File: src/rtl/bitbakery_serial_pkg.sv
// rtl/bitbakery_serial_pkg.sv - shared constants and receiver state encoding for the bitbakery serial link
package bitbakery_serial_pkg;

  localparam int TICKS_PER_BIT_DEFAULT = 434;
  localparam int FRAME_BITS            = 11;
  localparam int PACKET_BYTES          = 4;
  localparam int DATA_BITS             = 8;

  typedef enum logic [2:0] {
    ST_IDLE      = 3'd0,
    ST_START     = 3'd1,
    ST_DATA      = 3'd2,
    ST_PARITY    = 3'd3,
    ST_STOP      = 3'd4,
    ST_WAIT_HIGH = 3'd5
  } rx_state_t;

  function automatic logic parity_bad(input logic [DATA_BITS-1:0] data, input logic par_bit);
    return ^{data, par_bit};
  endfunction

endpackage

File: src/rtl/bitbakery_serial_rx_if.sv
// rtl/bitbakery_serial_rx_if.sv - serial input and packet/status outputs of the receiver
interface bitbakery_serial_rx_if;

  logic       entrada_serial;
  logic [7:0] D0;
  logic [7:0] D1;
  logic [7:0] D2;
  logic [7:0] D3;
  logic       pronto;
  logic       byte_valido;
  logic [7:0] byte_dado;
  logic       erro_paridade;
  logic       erro_frame;

  modport master (
    output entrada_serial,
    input  D0, D1, D2, D3, pronto, byte_valido, byte_dado, erro_paridade, erro_frame
  );

  modport slave (
    input  entrada_serial,
    output D0, D1, D2, D3, pronto, byte_valido, byte_dado, erro_paridade, erro_frame
  );

endinterface

File: src/rtl/bitbakery_serial_rx_byte.sv
// rtl/bitbakery_serial_rx_byte.sv - 8E1 byte receiver: synchroniser, framing FSM and error pulses
module bitbakery_serial_rx_byte
  import bitbakery_serial_pkg::*;
#(
  parameter int TICKS_PER_BIT = TICKS_PER_BIT_DEFAULT
) (
  input  logic       clock,
  input  logic       reset,
  input  logic       entrada_serial,
  output logic       rx_line,
  output logic       in_idle,
  output logic       start_entry,
  output logic       wait_exit,
  output logic       byte_ok,
  output logic       byte_err,
  output logic [7:0] byte_data,
  output logic       byte_valido,
  output logic [7:0] byte_dado,
  output logic       erro_paridade,
  output logic       erro_frame
);

  localparam int                TICK_W    = $clog2(TICKS_PER_BIT);
  localparam logic [TICK_W-1:0] TICK_LAST = TICK_W'(TICKS_PER_BIT - 1);
  localparam logic [TICK_W-1:0] TICK_HALF = TICK_W'(TICKS_PER_BIT / 2);

  logic [1:0]        sync_q, sync_d;
  rx_state_t         state_q, state_d;
  logic [TICK_W-1:0] tick_q, tick_d;
  logic [2:0]        bit_cnt_q, bit_cnt_d;
  logic [7:0]        data_q, data_d;
  logic              par_bad_q, par_bad_d;
  logic              byte_valido_q, byte_valido_d;
  logic [7:0]        byte_dado_q, byte_dado_d;
  logic              erro_paridade_q, erro_paridade_d;
  logic              erro_frame_q, erro_frame_d;

  logic rx;
  logic tick_done;

  assign rx        = sync_q[1];
  assign tick_done = (tick_q == TICK_LAST);

  always_comb begin
    sync_d          = {sync_q[0], entrada_serial};
    state_d         = state_q;
    tick_d          = tick_q;
    bit_cnt_d       = bit_cnt_q;
    data_d          = data_q;
    par_bad_d       = par_bad_q;
    byte_valido_d   = 1'b0;
    byte_dado_d     = byte_dado_q;
    erro_paridade_d = 1'b0;
    erro_frame_d    = 1'b0;
    start_entry     = 1'b0;
    wait_exit       = 1'b0;
    byte_ok         = 1'b0;
    byte_err        = 1'b0;

    case (state_q)
      ST_IDLE: begin
        // The line is only ever high on entry to IDLE, so a low level here is the falling edge.
        if (!rx) begin
          state_d     = ST_START;
          tick_d      = '0;
          start_entry = 1'b1;
        end
      end
      ST_START: begin
        if (tick_q == TICK_HALF) begin
          tick_d    = '0;
          bit_cnt_d = '0;
          state_d   = rx ? ST_IDLE : ST_DATA;
        end else begin
          tick_d = tick_q + 1'b1;
        end
      end
      ST_DATA: begin
        if (tick_done) begin
          tick_d    = '0;
          data_d    = {rx, data_q[7:1]};
          bit_cnt_d = bit_cnt_q + 1'b1;
          if (bit_cnt_q == 3'd7) state_d = ST_PARITY;
        end else begin
          tick_d = tick_q + 1'b1;
        end
      end
      ST_PARITY: begin
        if (tick_done) begin
          tick_d    = '0;
          par_bad_d = parity_bad(data_q, rx);
          state_d   = ST_STOP;
        end else begin
          tick_d = tick_q + 1'b1;
        end
      end
      ST_STOP: begin
        if (tick_done) begin
          tick_d = '0;
          if (rx) begin
            state_d = ST_IDLE;
            if (!par_bad_q) begin
              byte_ok       = 1'b1;
              byte_valido_d = 1'b1;
              byte_dado_d   = data_q;
            end else begin
              byte_err        = 1'b1;
              erro_paridade_d = 1'b1;
            end
          end else begin
            state_d         = ST_WAIT_HIGH;
            byte_err        = 1'b1;
            erro_frame_d    = 1'b1;
            erro_paridade_d = par_bad_q;
          end
        end else begin
          tick_d = tick_q + 1'b1;
        end
      end
      ST_WAIT_HIGH: begin
        if (rx) begin
          state_d   = ST_IDLE;
          wait_exit = 1'b1;
        end
      end
      default: state_d = ST_IDLE;
    endcase
  end

  always_ff @(posedge clock or posedge reset) begin
    if (reset) begin
      sync_q          <= 2'b11;
      state_q         <= ST_IDLE;
      tick_q          <= '0;
      bit_cnt_q       <= '0;
      data_q          <= '0;
      par_bad_q       <= 1'b0;
      byte_valido_q   <= 1'b0;
      byte_dado_q     <= '0;
      erro_paridade_q <= 1'b0;
      erro_frame_q    <= 1'b0;
    end else begin
      sync_q          <= sync_d;
      state_q         <= state_d;
      tick_q          <= tick_d;
      bit_cnt_q       <= bit_cnt_d;
      data_q          <= data_d;
      par_bad_q       <= par_bad_d;
      byte_valido_q   <= byte_valido_d;
      byte_dado_q     <= byte_dado_d;
      erro_paridade_q <= erro_paridade_d;
      erro_frame_q    <= erro_frame_d;
    end
  end

  assign rx_line       = rx;
  assign in_idle       = (state_q == ST_IDLE);
  assign byte_data     = data_q;
  assign byte_valido   = byte_valido_q;
  assign byte_dado     = byte_dado_q;
  assign erro_paridade = erro_paridade_q;
  assign erro_frame    = erro_frame_q;

endmodule

File: src/rtl/bitbakery_serial_rx.sv
// rtl/bitbakery_serial_rx.sv - reassembles 4-byte packets from the 8E1 byte receiver into D0..D3
module bitbakery_serial_rx
  import bitbakery_serial_pkg::*;
#(
  parameter int TICKS_PER_BIT = TICKS_PER_BIT_DEFAULT,
  parameter int IDLE_BITS     = 3
) (
  input  logic                 clock,
  input  logic                 reset,
  bitbakery_serial_rx_if.slave bus
);

  localparam int                IDLE_MAX_I = IDLE_BITS * TICKS_PER_BIT;
  localparam int                IDLE_W     = $clog2(IDLE_MAX_I + 1);
  localparam logic [IDLE_W-1:0] IDLE_MAX   = IDLE_W'(IDLE_MAX_I);
  localparam int                IDX_W      = $clog2(PACKET_BYTES);
  localparam logic [IDX_W-1:0]  IDX_LAST   = IDX_W'(PACKET_BYTES - 1);

  logic              rx_line;
  logic              in_idle;
  logic              start_entry;
  logic              wait_exit;
  logic              byte_ok;
  logic              byte_err;
  logic [7:0]        byte_data;

  logic [IDX_W-1:0]  idx_q, idx_d;
  logic [IDLE_W-1:0] idle_cnt_q, idle_cnt_d;
  logic [7:0]        shadow_q [PACKET_BYTES];
  logic [7:0]        shadow_d [PACKET_BYTES];
  logic [7:0]        d_q [PACKET_BYTES];
  logic [7:0]        d_d [PACKET_BYTES];
  logic              pronto_q, pronto_d;

  bitbakery_serial_rx_byte #(
    .TICKS_PER_BIT(TICKS_PER_BIT)
  ) u_byte (
    .clock         (clock),
    .reset         (reset),
    .entrada_serial(bus.entrada_serial),
    .rx_line       (rx_line),
    .in_idle       (in_idle),
    .start_entry   (start_entry),
    .wait_exit     (wait_exit),
    .byte_ok       (byte_ok),
    .byte_err      (byte_err),
    .byte_data     (byte_data),
    .byte_valido   (bus.byte_valido),
    .byte_dado     (bus.byte_dado),
    .erro_paridade (bus.erro_paridade),
    .erro_frame    (bus.erro_frame)
  );

  always_comb begin
    idle_cnt_d = idle_cnt_q;
    idx_d      = idx_q;
    shadow_d   = shadow_q;
    d_d        = d_q;
    pronto_d   = 1'b0;

    if (start_entry || wait_exit) begin
      idle_cnt_d = '0;
    end else if (in_idle && rx_line && (idle_cnt_q != IDLE_MAX)) begin
      idle_cnt_d = idle_cnt_q + 1'b1;
    end

    // A long quiet line means the sender restarted; drop any half-built packet silently.
    if (byte_ok) begin
      shadow_d[idx_q] = byte_data;
      if (idx_q == IDX_LAST) begin
        d_d      = shadow_d;
        pronto_d = 1'b1;
        idx_d    = '0;
      end else begin
        idx_d = idx_q + 1'b1;
      end
    end else if (byte_err) begin
      idx_d = '0;
    end else if ((idle_cnt_q == IDLE_MAX) && (idx_q != '0)) begin
      idx_d = '0;
    end
  end

  always_ff @(posedge clock or posedge reset) begin
    if (reset) begin
      idx_q      <= '0;
      idle_cnt_q <= '0;
      pronto_q   <= 1'b0;
      for (int i = 0; i < PACKET_BYTES; i++) begin
        shadow_q[i] <= '0;
        d_q[i]      <= '0;
      end
    end else begin
      idx_q      <= idx_d;
      idle_cnt_q <= idle_cnt_d;
      pronto_q   <= pronto_d;
      shadow_q   <= shadow_d;
      d_q        <= d_d;
    end
  end

  assign bus.D0     = d_q[0];
  assign bus.D1     = d_q[1];
  assign bus.D2     = d_q[2];
  assign bus.D3     = d_q[3];
  assign bus.pronto = pronto_q;

endmodule

File: src/flat_wrapper.sv
// flat-port wrapper written by rule: the top's interface ports become plain ports
module bitbakery_serial_rx_flat import bitbakery_serial_pkg::*;
#(
  parameter int TICKS_PER_BIT = TICKS_PER_BIT_DEFAULT,
  parameter int IDLE_BITS     = 3
)
  (clock, reset, bus_entrada_serial, bus_D0, bus_D1, bus_D2, bus_D3, bus_pronto, bus_byte_valido, bus_byte_dado, bus_erro_paridade, bus_erro_frame);
  bitbakery_serial_rx_if bus_i ();
  input  logic clock;
  input  logic reset;
  input wire logic [$bits(bus_i.entrada_serial)-1:0] bus_entrada_serial;
  output wire logic [$bits(bus_i.D0)-1:0] bus_D0;
  output wire logic [$bits(bus_i.D1)-1:0] bus_D1;
  output wire logic [$bits(bus_i.D2)-1:0] bus_D2;
  output wire logic [$bits(bus_i.D3)-1:0] bus_D3;
  output wire logic [$bits(bus_i.pronto)-1:0] bus_pronto;
  output wire logic [$bits(bus_i.byte_valido)-1:0] bus_byte_valido;
  output wire logic [$bits(bus_i.byte_dado)-1:0] bus_byte_dado;
  output wire logic [$bits(bus_i.erro_paridade)-1:0] bus_erro_paridade;
  output wire logic [$bits(bus_i.erro_frame)-1:0] bus_erro_frame;
  assign bus_i.entrada_serial = bus_entrada_serial;
  assign bus_D0 = bus_i.D0;
  assign bus_D1 = bus_i.D1;
  assign bus_D2 = bus_i.D2;
  assign bus_D3 = bus_i.D3;
  assign bus_pronto = bus_i.pronto;
  assign bus_byte_valido = bus_i.byte_valido;
  assign bus_byte_dado = bus_i.byte_dado;
  assign bus_erro_paridade = bus_i.erro_paridade;
  assign bus_erro_frame = bus_i.erro_frame;
  bitbakery_serial_rx #(.TICKS_PER_BIT(TICKS_PER_BIT), .IDLE_BITS(IDLE_BITS)) u_core (.clock(clock), .reset(reset), .bus(bus_i));
endmodule
File: config.mk
export PLATFORM = sky130hd
export DESIGN_NAME = bitbakery_serial_rx_flat
export DESIGN_NICKNAME = d
export VERILOG_FILES = /design/src/rtl/bitbakery_serial_pkg.sv /design/src/rtl/bitbakery_serial_rx_if.sv /design/src/rtl/bitbakery_serial_rx_byte.sv /design/src/rtl/bitbakery_serial_rx.sv /design/src/flat_wrapper.sv
export SDC_FILE = /design/constraint.sdc
export NUM_CORES = 1
export LEC_CHECK = 0
export CAP_MARGIN = 5
export CORE_MARGIN = 3
export CORE_UTILIZATION = 55
export CTS_BUF_LIST = sky130_fd_sc_hd__clkbuf_16
export CTS_CLUSTER_DIAMETER = 200
export CTS_CLUSTER_SIZE = 24
export DETAILED_ROUTE_END_ITERATION = 6
export GPL_TIMING_DRIVEN = 0
export PLACE_DENSITY = 0.8
export SETUP_SLACK_MARGIN = 0.5
export SYNTH_ARGS = -nofsm -noshare
export SYNTH_HDL_FRONTEND = slang
export SYNTH_HIERARCHICAL = 1
export SYNTH_SLANG_ARGS = --single-unit
export TNS_END_PERCENT = 30
File: constraint.sdc
create_clock -name clock -period 7.3 [get_ports clock]
set_clock_uncertainty 0.15 [all_clocks]
set_input_delay 0.73 -clock clock [delete_from_list [all_inputs] [get_ports clock]]
set_output_delay 0.73 -clock clock [all_outputs]
set_load 0.005 [all_outputs]
==> results of run 1 <==
through the flow:
stage	power, W	area (µm²)	std cells
2_1_floorplan	0.000616	5110	444
3_3_place_gp	0.000621	5700	598
3_5_place_dp	0.000623	5730	599
4_1_cts	0.00113	6050	615
5_1_grt	0.00116	6050	615
6_report	0.00112	6050	615
layout make-up:
class / instances / area [µm²] / area share
clock inverter: 7 / 93.8 / 0.0155
timing repair buffer: 47 / 488 / 0.0806
tap: 108 / 135 / 0.0223
inverter: 17 / 66.3 / 0.0110
clock buffer: 9 / 225 / 0.0372
multi-input combinational: 302 / 2260 / 0.374
buffer: 18 / 100 / 0.0165
sequential: 107 / 2680 / 0.443
placed cells by master, fill, tap and decap left out, drive strengths merged, types with 2 or more instances in the layout:
master and count:
nor2b 3, a41oi 2, xnor2 9, nor3b 2, or2 3, o21ai 36
dfrtp 105, o31a 2, and4 2, inv 19, ha 10, mux2i 28
nand4 5, buf 13, nand2 82, clkbuf 15, nand2b 2, nand3b 2
nor4 5, clkinv 3, o21a 3, dfstp 2, o22ai 4, mux2 41
o211ai 3, nor3 8, xor2 6, nor4b 2, nor2 20, and2 2
clkdlybuf4s50 46, nand3 7
power by group:
part           internal [W]  switching, W
clock              0.000276      0.000234
sequential         0.000593   0.000000452
combinational    0.00000355     0.0000133
total              0.000872      0.000248
critical path, delay by kind of cell, from the launching register on:
family	cells	cell delay, ps
AND/OR/NAND/NOR	6	1110
buffers and inverters	4	880
flip-flops	1	420
AO/OA/AOI/OAI	1	90
adder cells (fa/ha/maj)	1	200
layer usage:
metal | vias to the layer above | wire, µm | global-route usage | share of wire
met2 | 66 | 5130 | 0.348 | 0.50
met1 | 1745 | 4660 | 0.299 | 0.45
li1 | 1654 | - | - | -
met5 | - | 0 | 0 | 0
met4 | 0 | 114 | 0.0777 | 0.011
met3 | 9 | 396 | 0.0314 | 0.038
logic make-up after synthesis:
kind of cell | synth area share
AOI/OAI and AO/OA | 0.0764
adders and majority gates | 0.0245
and+or+nand+nor | 0.155
buffers and inverters | 0.0321
xor gates and xnor gates | 0.0301
muxes | 0.157
DFF | 0.525
flip-flops by register name (all words and copies together), names as in the netlist:
name and count:
u_core/idx_q 2, u_core/bus.D3 8, u_core/bus.D0 8, u_core/u_byte/state_q 3, u_core/bus.pronto 1, u_core/u_byte/sync_q 2
u_core/u_byte/tick_q 9, u_core/u_byte/bit_cnt_q 3, u_core/u_byte/byte_valido 1, u_core/u_byte/erro_paridade 1, u_core/bus.D1 8, u_core/shadow_q 24
u_core/idle_cnt_q 11, u_core/u_byte/par_bad_q 1, u_core/u_byte/byte_data 8, u_core/bus.D2 8, u_core/u_byte/byte_dado 8, u_core/u_byte/erro_frame 1
worst paths after layout:
kind / slack [ps] / start / cells past startpoint / end
worst max-delay path: 4330 / u_core/u_byte/tick_q[1] / 12 / u_core/bus.D2[6]
worst min-delay path: 210 / u_core/u_byte/sync_q[0] / 0 / u_core/u_byte/sync_q[1]
max in group asynchronous: 5670 / reset / 2 / u_core/shadow_q[10]
min in group asynchronous: 700 / reset / 2 / u_core/u_byte/byte_valido
worst min register to register: 210 / u_core/u_byte/sync_q[0] / 0 / u_core/u_byte/sync_q[1]
worst max register to register: 4330 / u_core/u_byte/tick_q[1] / 12 / u_core/bus.D2[6]
==> flow_summary.ini, run 1 <==
[yosys]
synth_area_per_cell_um2 = 11.5
yosys-top-cells-count = dfrtp_1 (105), nand2_1 (82), o21ai_0 (29)
yosysSeqAreaShare = 0.525
ys.flop_type = dfrtp_1
syn_nets = 457
yosysUniqueCellTypes = 59
ys_ff_latch = 107
syn_inst = 444
synth_top_area_frac = 0.514
syn_area_um2 = 5110
yosysWarnings = 6
yosysMostFrequentCell = dfrtp_1
synth_area_leaders = dfrtp_1 (51%), nand2_1 (6.0%), mux2_2 (5.5%), mux2i_1 (5.5%), mux2_4 (4.7%)
synth_edf_count = 0
synthArstFlopShare = 1.00
yosysTopAreaCell = dfrtp_1

[route]
vias = 3474
wl_um = 10300
avgRoutedWirePerCell_um = 16.8
drc = 0
ant_nets = 0
viasPerCell = 5.65
drt_pass1_iterations = 4
drtIter0Drc = 146

[cells_and_area]
finalNetCount = 515
fillCellCount = 644
area_growth_pct = 18.5
diodes = 0
drive_above_1_share = 0.183
fin_util = 0.681

[worst_setup_path]
crit_top_cell = nand2_1
worstPathCellList = inv_1 -> ha_1 -> nand3b_4 -> nor3_4 -> nand2_1 -> nor3_1 -> clkbuf_1 -> nand2_1 -> buf_2 -> clkbuf_1 -> nand2_1 -> o21ai_0
start_kind = register
worstPathRequired_ps = 7370
cp_slowest_stage_delay_ps = 420
path_max_fanout = 10
cp-end-kind = register
crit_type = register to register
arrival_ps = 3050
cpMaxStageDelayCell = dfrtp_1

[timing]
max_freq_ghz = 0.336
tightest_slew_ps = 844
whs_ps = 207
maxSlewViolCount = 0
rsz0062_at_grt = no
fin_crit_sh = 0.407
hold_viol_final = 0
slew_headroom = 0.437
setup_viol = 0
worst_slack_ps = 4330
fin_crit_ps = 2970
finalSetupTns_ps = 0

[global_route]
grt_max_degree = 71
grt_pass1_vias = 3486
track_usage = 0.216
antenna_found_initial = 0
overflow = 0
grt_pass1_wl_um = 17500

[status]
status = finished, final reports clean

[place]
portBuffers = 46
pre_cts_slack_ps = 4360
gp_congestion = 0.849
dp_hpwl_um = 6840

[flow_run]
cap_violations = 0

[clock_tree]
clkSlewWorstSetupHoldPaths_ps = 80
holdBufCountCts = 0
clock_path_buffers = 2
cts-root-buf = clkbuf_16
cts-resized-gates = 0
clock-sinks = 107
cts_tree = yes
numCtsBuffers = 9
clk_latency_ps = 350
cts_setup_buffers = 0
h-tree-depth = 3

[floorplanning]
rows = 34
ios = 47
die_area_um2 = 10500
die_y_um = 102
start_util = 0.574
dieWidth_um = 102
coreArea_um2 = 8890

[power_and_ir_drop]
pwr_density_cell_nw_per_um2 = 185
p_leak_nw = 2.85
worst_ir_drop_vdd_mv = 0.131

[hold_path]
hold_path_class = register to register
Power figures use the tool's default switching activity.
==> inputs of run 2 (changes only) <==
==> constraint.sdc (replaced) <==
create_clock -name clock -period 2.75 [get_ports clock]
set_clock_uncertainty 0.15 [all_clocks]
set_input_delay 0.275 -clock clock [delete_from_list [all_inputs] [get_ports clock]]
set_output_delay 0.275 -clock clock [all_outputs]
set_load 0.005 [all_outputs]
==> run 2 against run 1 <==
  * Sequential share of layout area decreased by 0.87 points
  * Setup slack got worse by 3700 ps
  * First-iteration DRC count increased by 13%
  * Critical path depth decreased by 3
  * Sequential power increased to 2.7 times the previous value
  * Via count increased by 2.1%
  * Combinational power increased to 2.7 times the previous value
  * Worst hold slack got worse by 6.7 ps
  * Core utilization increased by 1.4 points
  * Die area unchanged
  * Largest power group unchanged
==> flow_summary.ini, run 2 (same netlist as run 1, synthesis figures left out) <==
[global_route]
track_usage = 0.225
grt_pass1_vias = 3667
overflow = 0
grt_pass1_wl_um = 18100
grt_max_degree = 71
antenna_found_initial = 0

[timing]
hold_viol_final = 0
slew_headroom = 0.425
rsz0062_at_grt = no
setup_viol = 0
max_freq_ghz = 0.466
fin_crit_ps = 2150
maxSlewViolCount = 0
finalSetupTns_ps = 0
tightest_slew_ps = 862
fin_crit_sh = 0.780

[route]
ant_nets = 0
avgRoutedWirePerCell_um = 17.1
wl_um = 10600
vias = 3548
drt_pass1_iterations = 4
drc = 0
viasPerCell = 5.70
drtIter0Drc = 165

[clock_tree]
clock-sinks = 107
clock_path_buffers = 2
clk_latency_ps = 350
cts_tree = yes
numCtsBuffers = 9
holdBufCountCts = 0
cts-root-buf = clkbuf_16
clkSlewWorstSetupHoldPaths_ps = 70
h-tree-depth = 3

[cells_and_area]
diodes = 0
area_growth_pct = 20.9
final_cells = 622
finalNetCount = 522
fin_util = 0.694
largestRegisters = u_core/shadow_q x24, u_core/idle_cnt_q x11, u_core/u_byte/tick_q x9
drive_above_1_share = 0.208
finalInstanceArea_um2 = 6170
top_register = u_core/shadow_q
final_common_cell = dfrtp_1
largest_reg_flops = 24
layout_common_cells = dfrtp_1 (105), nand2_1 (82), clkdlybuf4s50_1 (46)

[worst_setup_path]
cp_slowest_stage_delay_ps = 400
path_max_fanout = 8
worstPathCellList = inv_2 -> ha_4 -> nand3b_4 -> nor3_4 -> nand2_1 -> nor3_2 -> buf_4 -> nand2_1 -> mux2_2
crit_top_cell = nand2_1
arrival_ps = 2220
cp-end-kind = register
cpMaxStageDelayCell = dfrtp_1
start_kind = register
worstPathRequired_ps = 2830
crit_type = register to register

[place]
portBuffers = 46
dp_hpwl_um = 7130
gp_congestion = 0.868
placed_cells = 599
dpl_cell_area_um2 = 5750

[power_and_ir_drop]
pwr_density_cell_nw_per_um2 = 488
worst_ir_drop_vdd_mv = 0.326
p_leak_nw = 2.92

[floorplanning]
die_y_um = 102
start_util = 0.574
rows = 34
die_area_um2 = 10500
ios = 47
dieWidth_um = 102
coreArea_um2 = 8890

[status]
status = finished, final reports clean

[hold_path]
hold_path_class = input port to register

[flow_run]
cap_violations = 0
run 2: final timing paths:
path / cells after the start / to / start / slack [ps]
hold reg to reg: 0 / u_core/u_byte/sync_q[1] / u_core/u_byte/sync_q[0] / 210
hold / removal: 1 / u_core/u_byte/sync_q[0] / bus_entrada_serial / 200
setup reg to reg: 9 / u_core/shadow_q[17] / u_core/u_byte/tick_q[1] / 600
setup / recovery: 9 / u_core/shadow_q[17] / u_core/u_byte/tick_q[1] / 600
min in group asynchronous: 2 / u_core/u_byte/erro_paridade / reset / 270
max in group asynchronous: 2 / u_core/shadow_q[14] / reset / 1540
run 2: cell type report:
class	count	area [µm²]
Inverter	17	66.3
Timing Repair Buffer	54	541
Buffer	18	134
Sequential cell	107	2680
Multi-Input combinational cell	302	2290
Clock buffer	9	225
Tap cell	108	135
Fill cell	645	2720
Clock inverter	7	98.8
run 2: routing by layer:
layer	track usage	vias to the layer above	part of all wire
li1	-	1666	-
met1	0.293	1786	0.44
met2	0.371	76	0.50
met3	0.0314	20	0.037
met4	0.107	0	0.025
met5	0	-	0
run 2: critical path, delay by kind of cell, from the launching register on:
kind,cells,cell delay (ps)
adders and majority gates,1,130
buffers and inverters,2,240
DFF,1,400
muxes,1,360
and+or+nand+nor,5,770
run 2: repair_timing:
item                                    CTS  global route
buffers inserted                          5             2
endpoints found under the setup margin   58            56
pin swaps                                 2             1
gates resized for setup                   8             8
cloned                                    0             0
run 2: where the power goes:
group          internal, W  switching (W)  leakage, nW
Sequential         0.00158     0.00000123         1.47
Combinational   0.00000942      0.0000360         1.29
Clock             0.000806       0.000583        0.162
Total              0.00239       0.000620         2.92
run 2: per-stage QoR:
stage | worst slack [ps] | hold WS [ps] | total power (W)
6_report | 604 | 201 | 0.00301
5_1_grt | 502 | 197 | 0.00311
4_1_cts | 527 | 193 | 0.00304
3_5_place_dp | 97.4 | 204 | 0.00165
3_3_place_gp | -557 | 196 | 0.00165
2_1_floorplan | 491 | 129 | 0.00164
